$ cat src/rtl/imm_instr_encoder.sv
// rtl/imm_instr_encoder.sv - RV32I field-to-word encoder with a 2-entry address-tagged output queue.
// Optional build macro IMM_RANGE_CHECK_EN drops beats whose immediate does not fit the format.
module imm_instr_encoder #(
  parameter logic [31:0] BASE_ADDR = 32'h0000_0000,
  parameter int          ERR_CNT_W = 8
) (
  input  logic                 clk,
  input  logic                 rst_n,
  input  logic                 clr,
  input  logic                 in_valid,
  output logic                 in_ready,
  input  logic [2:0]           ImmSrc,
  input  logic [6:0]           opcode,
  input  logic [4:0]           rd,
  input  logic [2:0]           funct3,
  input  logic [4:0]           rs1,
  input  logic [4:0]           rs2,
  input  logic [6:0]           funct7,
  input  logic [31:0]          imm,
  output logic                 out_valid,
  input  logic                 out_ready,
  output logic [31:0]          out_word,
  output logic [31:0]          out_addr,
  output logic                 err_flag,
  output logic [ERR_CNT_W-1:0] err_count
);

  logic [31:0]    enc_word;
  logic           fmt_ok;
  logic           word_ok;
  logic           accept;
  logic           push;
  logic           pop;
  logic           drop;
  logic [1:0]     count;
  logic           head;
  logic           tail;
  logic [31:0]    addr_cnt;
  logic [31:0]    mem_word [2];
  logic [31:0]    mem_addr [2];

  // Scatter the immediate back into its RISC-V bit positions; unused fields stay zero.
  always_comb begin
    enc_word = '0;
    fmt_ok   = 1'b1;
    case (ImmSrc)
      3'b000:  enc_word = {imm[11:0], rs1, funct3, rd, opcode};
      3'b001:  enc_word = {imm[11:5], rs2, rs1, funct3, imm[4:0], opcode};
      3'b101:  enc_word = {imm[12], imm[10:5], rs2, rs1, funct3, imm[4:1], imm[11], opcode};
      3'b010:  enc_word = {imm[31:12], rd, opcode};
      3'b110:  enc_word = {imm[20], imm[10:1], imm[11], imm[19:12], rd, opcode};
      3'b011:  enc_word = {funct7, rs2, rs1, funct3, rd, opcode};
      default: fmt_ok   = 1'b0;
    endcase
  end

`ifdef IMM_RANGE_CHECK_EN
  logic imm_ok;

  // Representable means the bits above the format's sign bit are pure sign extension.
  always_comb begin
    imm_ok = 1'b1;
    case (ImmSrc)
      3'b000, 3'b001: imm_ok = (&imm[31:11]) || !(|imm[31:11]);
      3'b101:         imm_ok = ((&imm[31:12]) || !(|imm[31:12])) && !imm[0];
      3'b110:         imm_ok = ((&imm[31:20]) || !(|imm[31:20])) && !imm[0];
      3'b010:         imm_ok = (imm[11:0] == 12'h000);
      default:        imm_ok = 1'b1;
    endcase
  end

  assign word_ok = fmt_ok && imm_ok;
`else
  assign word_ok = fmt_ok;
`endif

  assign in_ready  = (count != 2'd2);
  assign out_valid = (count != 2'd0);
  assign accept    = in_valid && in_ready && !clr;
  assign push      = accept && word_ok;
  assign drop      = accept && !word_ok;
  assign pop       = out_valid && out_ready && !clr;

  // With the queue empty the address port previews the tag the next word will get.
  assign out_word = out_valid ? mem_word[head] : 32'h0000_0000;
  assign out_addr = out_valid ? mem_addr[head] : addr_cnt;

  always_ff @(posedge clk or negedge rst_n) begin
    if (!rst_n) begin
      count     <= 2'd0;
      head      <= 1'b0;
      tail      <= 1'b0;
      addr_cnt  <= BASE_ADDR;
      err_flag  <= 1'b0;
      err_count <= '0;
    end else if (clr) begin
      count     <= 2'd0;
      head      <= 1'b0;
      tail      <= 1'b0;
      addr_cnt  <= BASE_ADDR;
      err_flag  <= 1'b0;
      err_count <= '0;
    end else begin
      if (push) begin
        tail     <= ~tail;
        addr_cnt <= addr_cnt + 32'd4;
      end
      if (pop) begin
        head <= ~head;
      end
      case ({push, pop})
        2'b10:   count <= count + 2'd1;
        2'b01:   count <= count - 2'd1;
        default: count <= count;
      endcase
      if (drop) begin
        err_flag <= 1'b1;
        if (err_count != '1) begin
          err_count <= err_count + ERR_CNT_W'(1);
        end
      end
    end
  end

  // Payload storage needs no reset: it is only observed while the matching entry is valid.
  always_ff @(posedge clk) begin
    if (push) begin
      mem_word[tail] <= enc_word;
      mem_addr[tail] <= addr_cnt;
    end
  end

endmodule

$ cat config.mk
export PLATFORM = sky130hd
export DESIGN_NAME = imm_instr_encoder
export DESIGN_NICKNAME = d
export VERILOG_FILES = /design/src/rtl/imm_instr_encoder.sv
export SDC_FILE = /design/constraint.sdc
export NUM_CORES = 1
export LEC_CHECK = 0
export CORE_MARGIN = 4
export CORE_UTILIZATION = 50
export DETAILED_ROUTE_END_ITERATION = 8
export HOLD_SLACK_MARGIN = 0.15
export PLACE_DENSITY_LB_ADDON = 0.12
export SETUP_SLACK_MARGIN = 0.02
export SYNTH_ARGS = -nofsm -noshare
export SYNTH_HDL_FRONTEND = slang
export SYNTH_SLANG_ARGS = --single-unit
$ cat constraint.sdc
create_clock -name clk -period 5.4 [get_ports clk]
set_input_delay 1.08 -clock clk [delete_from_list [all_inputs] [get_ports clk]]
set_output_delay 1.08 -clock clk [all_outputs]
set_load 0.02 [all_outputs]
==> results.py <==
metrics = {
    "job": {
        "max-cap-violations": 0,
    },
    "floorplan": {
        "die_area_mm2": 0.0173,
        "io_pins": 147,
        "die-width_um": 132,
        "rows": 44,
        "coreArea_mm2": 0.0148,
        "floorplan.die.height_um": 132,
        "starting_density_of_the_core": 0.517,
    },
    "synthesis": {
        "post_synthesis_register_bit_count": 167,
        "synth.avg_cell_area_um2": 12.1,
        "synth_area_leader_cell": "sky130_fd_sc_hd__edfxtp_1",
        "syn-instance-count": 628,
        "synth.top_cells.by_area": "sky130_fd_sc_hd__edfxtp_1 49%, sky130_fd_sc_hd__dfrtp_1 14%, sky130_fd_sc_hd__mux2i_1 11%, sky130_fd_sc_hd__o21ai_0 3.4%, sky130_fd_sc_hd__nor2_1 3.4%",
        "yosys_warnings": 0,
        "seq_area_frac_synth": 0.629,
        "synthDominantCellAreaShare": 0.488,
        "number_of_distinct_library_cells_after_synthesis": 41,
        "ys_async_sr_fraction": 0.257,
        "synth_enable_flop_cells": 124,
        "mappedNetlistArea_mm2": 0.00763,
        "postSynth.topFlopCell": "sky130_fd_sc_hd__edfxtp_1",
    },
    "clock_network": {
        "cts-buffers-inserted": 17,
        "cts_resized": 0,
        "clock_tree_from_tritoncts": "yes",
        "postCtsSetupBuffers": 0,
        "clock_tree.buffer_depth": 2,
        "cts_max_level": 4,
        "cts.sink_count": 167,
        "postCtsHoldBufs": 0,
        "worst_skew_pair.late_latency_ns": 0.42,
        "cts.root.buffer_cell": "sky130_fd_sc_hd__clkbuf_16",
        "path_clk_slew_ns": 0.06,
    },
    "final_layout": {
        "layout.cells.most_common_list": "143 x sky130_fd_sc_hd__clkdlybuf4s50_1, 124 x sky130_fd_sc_hd__edfxtp_1, 82 x sky130_fd_sc_hd__mux2i_1, 67 x sky130_fd_sc_hd__nor2_1, 59 x sky130_fd_sc_hd__nand2_1",
        "insertedDiodeCount": 0,
        "areaGrowthSynthToFinish_pct": 29.0,
        "stdcell_count": 961,
        "layout-drive-gt1-share": 0.0528,
        "mostFrequentLayoutCell": "sky130_fd_sc_hd__clkdlybuf4s50_1",
        "final_nets": 838,
        "final_core_util": 0.667,
    },
    "route": {
        "drt_first_pass_iters": 4,
        "routed-via-count": 5280,
        "dr.first_iter.drc_count": 335,
        "remaining_drc_errors": 0,
        "route.detailed.wl_per_inst_um": 17.5,
        "routed_wirelength_um": 16800,
        "ant_nets": 0,
        "vias_per_cell": 5.49,
    },
    "critical_path": {
        "timing.critical_path.from": "count[0]",
        "critical_path.max_stage_delay_ns": 0.72,
        "end_kind": "primary output",
        "critPathMaxFanout": 55,
        "r2r_setup_slack_ns": 2.94,
        "critPathRequiredTime_ns": 4.32,
        "crit_buf_inv": 2,
        "setup_crit_path_kind": "reg -> out",
        "crit_chain": "nor2_4 > buf_12 > nand2_1 > o21ai_0 > clkdlybuf4s50_1",
        "worst-endpoint-arrival_ns": 2.77,
        "setup.worst_path.start_class": "flop",
        "worst_path_dominant_cell_family": "buffers and inverters",
        "slowest_stage": "sky130_fd_sc_hd__nor2_4",
        "critical_path.reg2reg.startpoint": "count[1]",
    },
    "sta": {
        "final.setup_skew_ns": 0.00727,
        "hold_violations": 0,
        "finalCriticalPeriod_ns": 3.85,
        "layout_worst_path_cycle_share": 0.712,
        "tightest_slew_ns": 1.12,
        "unrepaired_setup_endpoints_after_global_routing": "false",
        "final-max-slew-violation-count": 0,
        "report.final.setup_viol": 0,
        "tns_ns": 0,
        "post-route-worst-setup-slack_ns": 1.55,
        "relative_slew_slack": 0.256,
        "max_freq_mhz": 260,
    },
    "placement": {
        "count_of_port_buffers_added_during_placement": 144,
        "post-dp-hpwl_um": 11400,
        "dp_cells": 929,
        "place_worst_setup_slack_ns": 1.25,
        "place_congestion": 0.831,
    },
    "global_route": {
        "globalRouteMet2Util": 0.336,
        "grt_remaining_overflow": 0,
        "global_route.usage.met1": 0.239,
        "grt-busiest-layer": "met2",
        "met3_usage": 0.0428,
        "grt_start_max_net_pins": 64,
        "grt.total_usage": 0.193,
        "first_global_vias": 5266,
        "grt_antenna_before_repair": 0,
        "global_route_wire_length_before_repair_um": 26800,
    },
    "pwr": {
        "power.density_mw_per_mm2": 303,
        "p_leak_nw": 3.47,
        "vdd_drop_max_mv": 0.221,
    },
    "min_path": {
        "hold_class": "reg -> reg",
        "holdCritStartpoint": "addr_cnt[13]",
    },
    "status": {
        "outcome": "completed",
    },
}
[through the flow]
step / instance area, µm² / power (W) / hold slack [ns]
after floorplan: 7630 / 0.00165 / 0.464
after global placement: 9260 / 0.00181 / 0.526
after detailed placement: 9260 / 0.00181 / 0.543
after CTS: 9840 / 0.00300 / 0.562
after global routing: 9840 / 0.00308 / 0.584
final: 9840 / 0.00298 / 0.560
[layout make-up]
class                   count  area, µm²
clock buffers              22        454
clock inverters            10        128
fillers                  1146       4910
inverters                  10       37.5
multi-input cells         419       2680
flip-flops and latches    167       4800
well taps                 184        230
repair buffers            149       1510
[layer usage]
| layer | routed length, µm | vias up |
|---|---|---|
| met1 | 7180 | 2584 |
| met3 | 587 | 21 |
| li1 | - | 2564 |
| met2 | 8740 | 111 |
| met5 | 0 | - |
| met4 | 282 | 0 |
[state kept, by name, summed over array words and instances (netlist names)]
register,count
count,2
err_flag,1
mem_word,64
mem_addr,60
addr_cnt,30
head,1
err_count,8
tail,1
[Yosys cell counts, types with 2 or more instances]
library cell / count
sky130_fd_sc_hd__a21oi_1: 15
sky130_fd_sc_hd__and3_1: 5
sky130_fd_sc_hd__nor2b_1: 10
sky130_fd_sc_hd__a22o_1: 13
sky130_fd_sc_hd__edfxtp_1: 124
sky130_fd_sc_hd__o2111ai_1: 4
sky130_fd_sc_hd__nand3_1: 17
sky130_fd_sc_hd__clkbuf_1: 26
sky130_fd_sc_hd__nand4_1: 8
sky130_fd_sc_hd__nand2_1: 59
sky130_fd_sc_hd__nand2b_1: 9
sky130_fd_sc_hd__o31ai_1: 8
sky130_fd_sc_hd__nor3_1: 11
sky130_fd_sc_hd__o21ai_0: 52
sky130_fd_sc_hd__or4_1: 4
sky130_fd_sc_hd__buf_1: 4
sky130_fd_sc_hd__mux2i_1: 82
sky130_fd_sc_hd__dfrtp_1: 43
sky130_fd_sc_hd__o211ai_1: 2
sky130_fd_sc_hd__inv_1: 10
sky130_fd_sc_hd__xnor2_1: 7
sky130_fd_sc_hd__and2_1: 9
sky130_fd_sc_hd__nor2_1: 69
sky130_fd_sc_hd__nor4_2: 2
sky130_fd_sc_hd__buf_4: 2
sky130_fd_sc_hd__a211oi_2: 2
sky130_fd_sc_hd__xor2_1: 13
sky130_fd_sc_hd__nand3b_1: 4
sky130_fd_sc_hd__ha_1: 2
[worst paths after layout]
path	endpoint	depth (start not counted)
setup / recovery	out_addr[2]	5
hold / removal	mem_addr[1][13]	0
max in group asynchronous	head	1
setup reg to reg	addr_cnt[25]	5
hold reg to reg	mem_addr[1][13]	0
min in group asynchronous	err_count[7]	1
[logic make-up after synthesis]
logic type / count (synthesis) / synth area share
DFF: 167 / 0.629
buffers and inverters: 43 / 0.0223
muxes: 82 / 0.108
and+or+nand+nor: 210 / 0.129
AOI/OAI and AO/OA: 102 / 0.0828
adders and majority gates: 2 / 0.00328
other: 1 / 0.000492
xor gates and xnor gates: 21 / 0.0251
[report_power, final]
part           switching (W)  total (W)  internal, W
clock               0.000461    0.00119     0.000734
sequential         0.0000282    0.00145      0.00142
combinational       0.000172   0.000332     0.000159
total               0.000661    0.00298      0.00232
(Power assumes the default switching activity.)
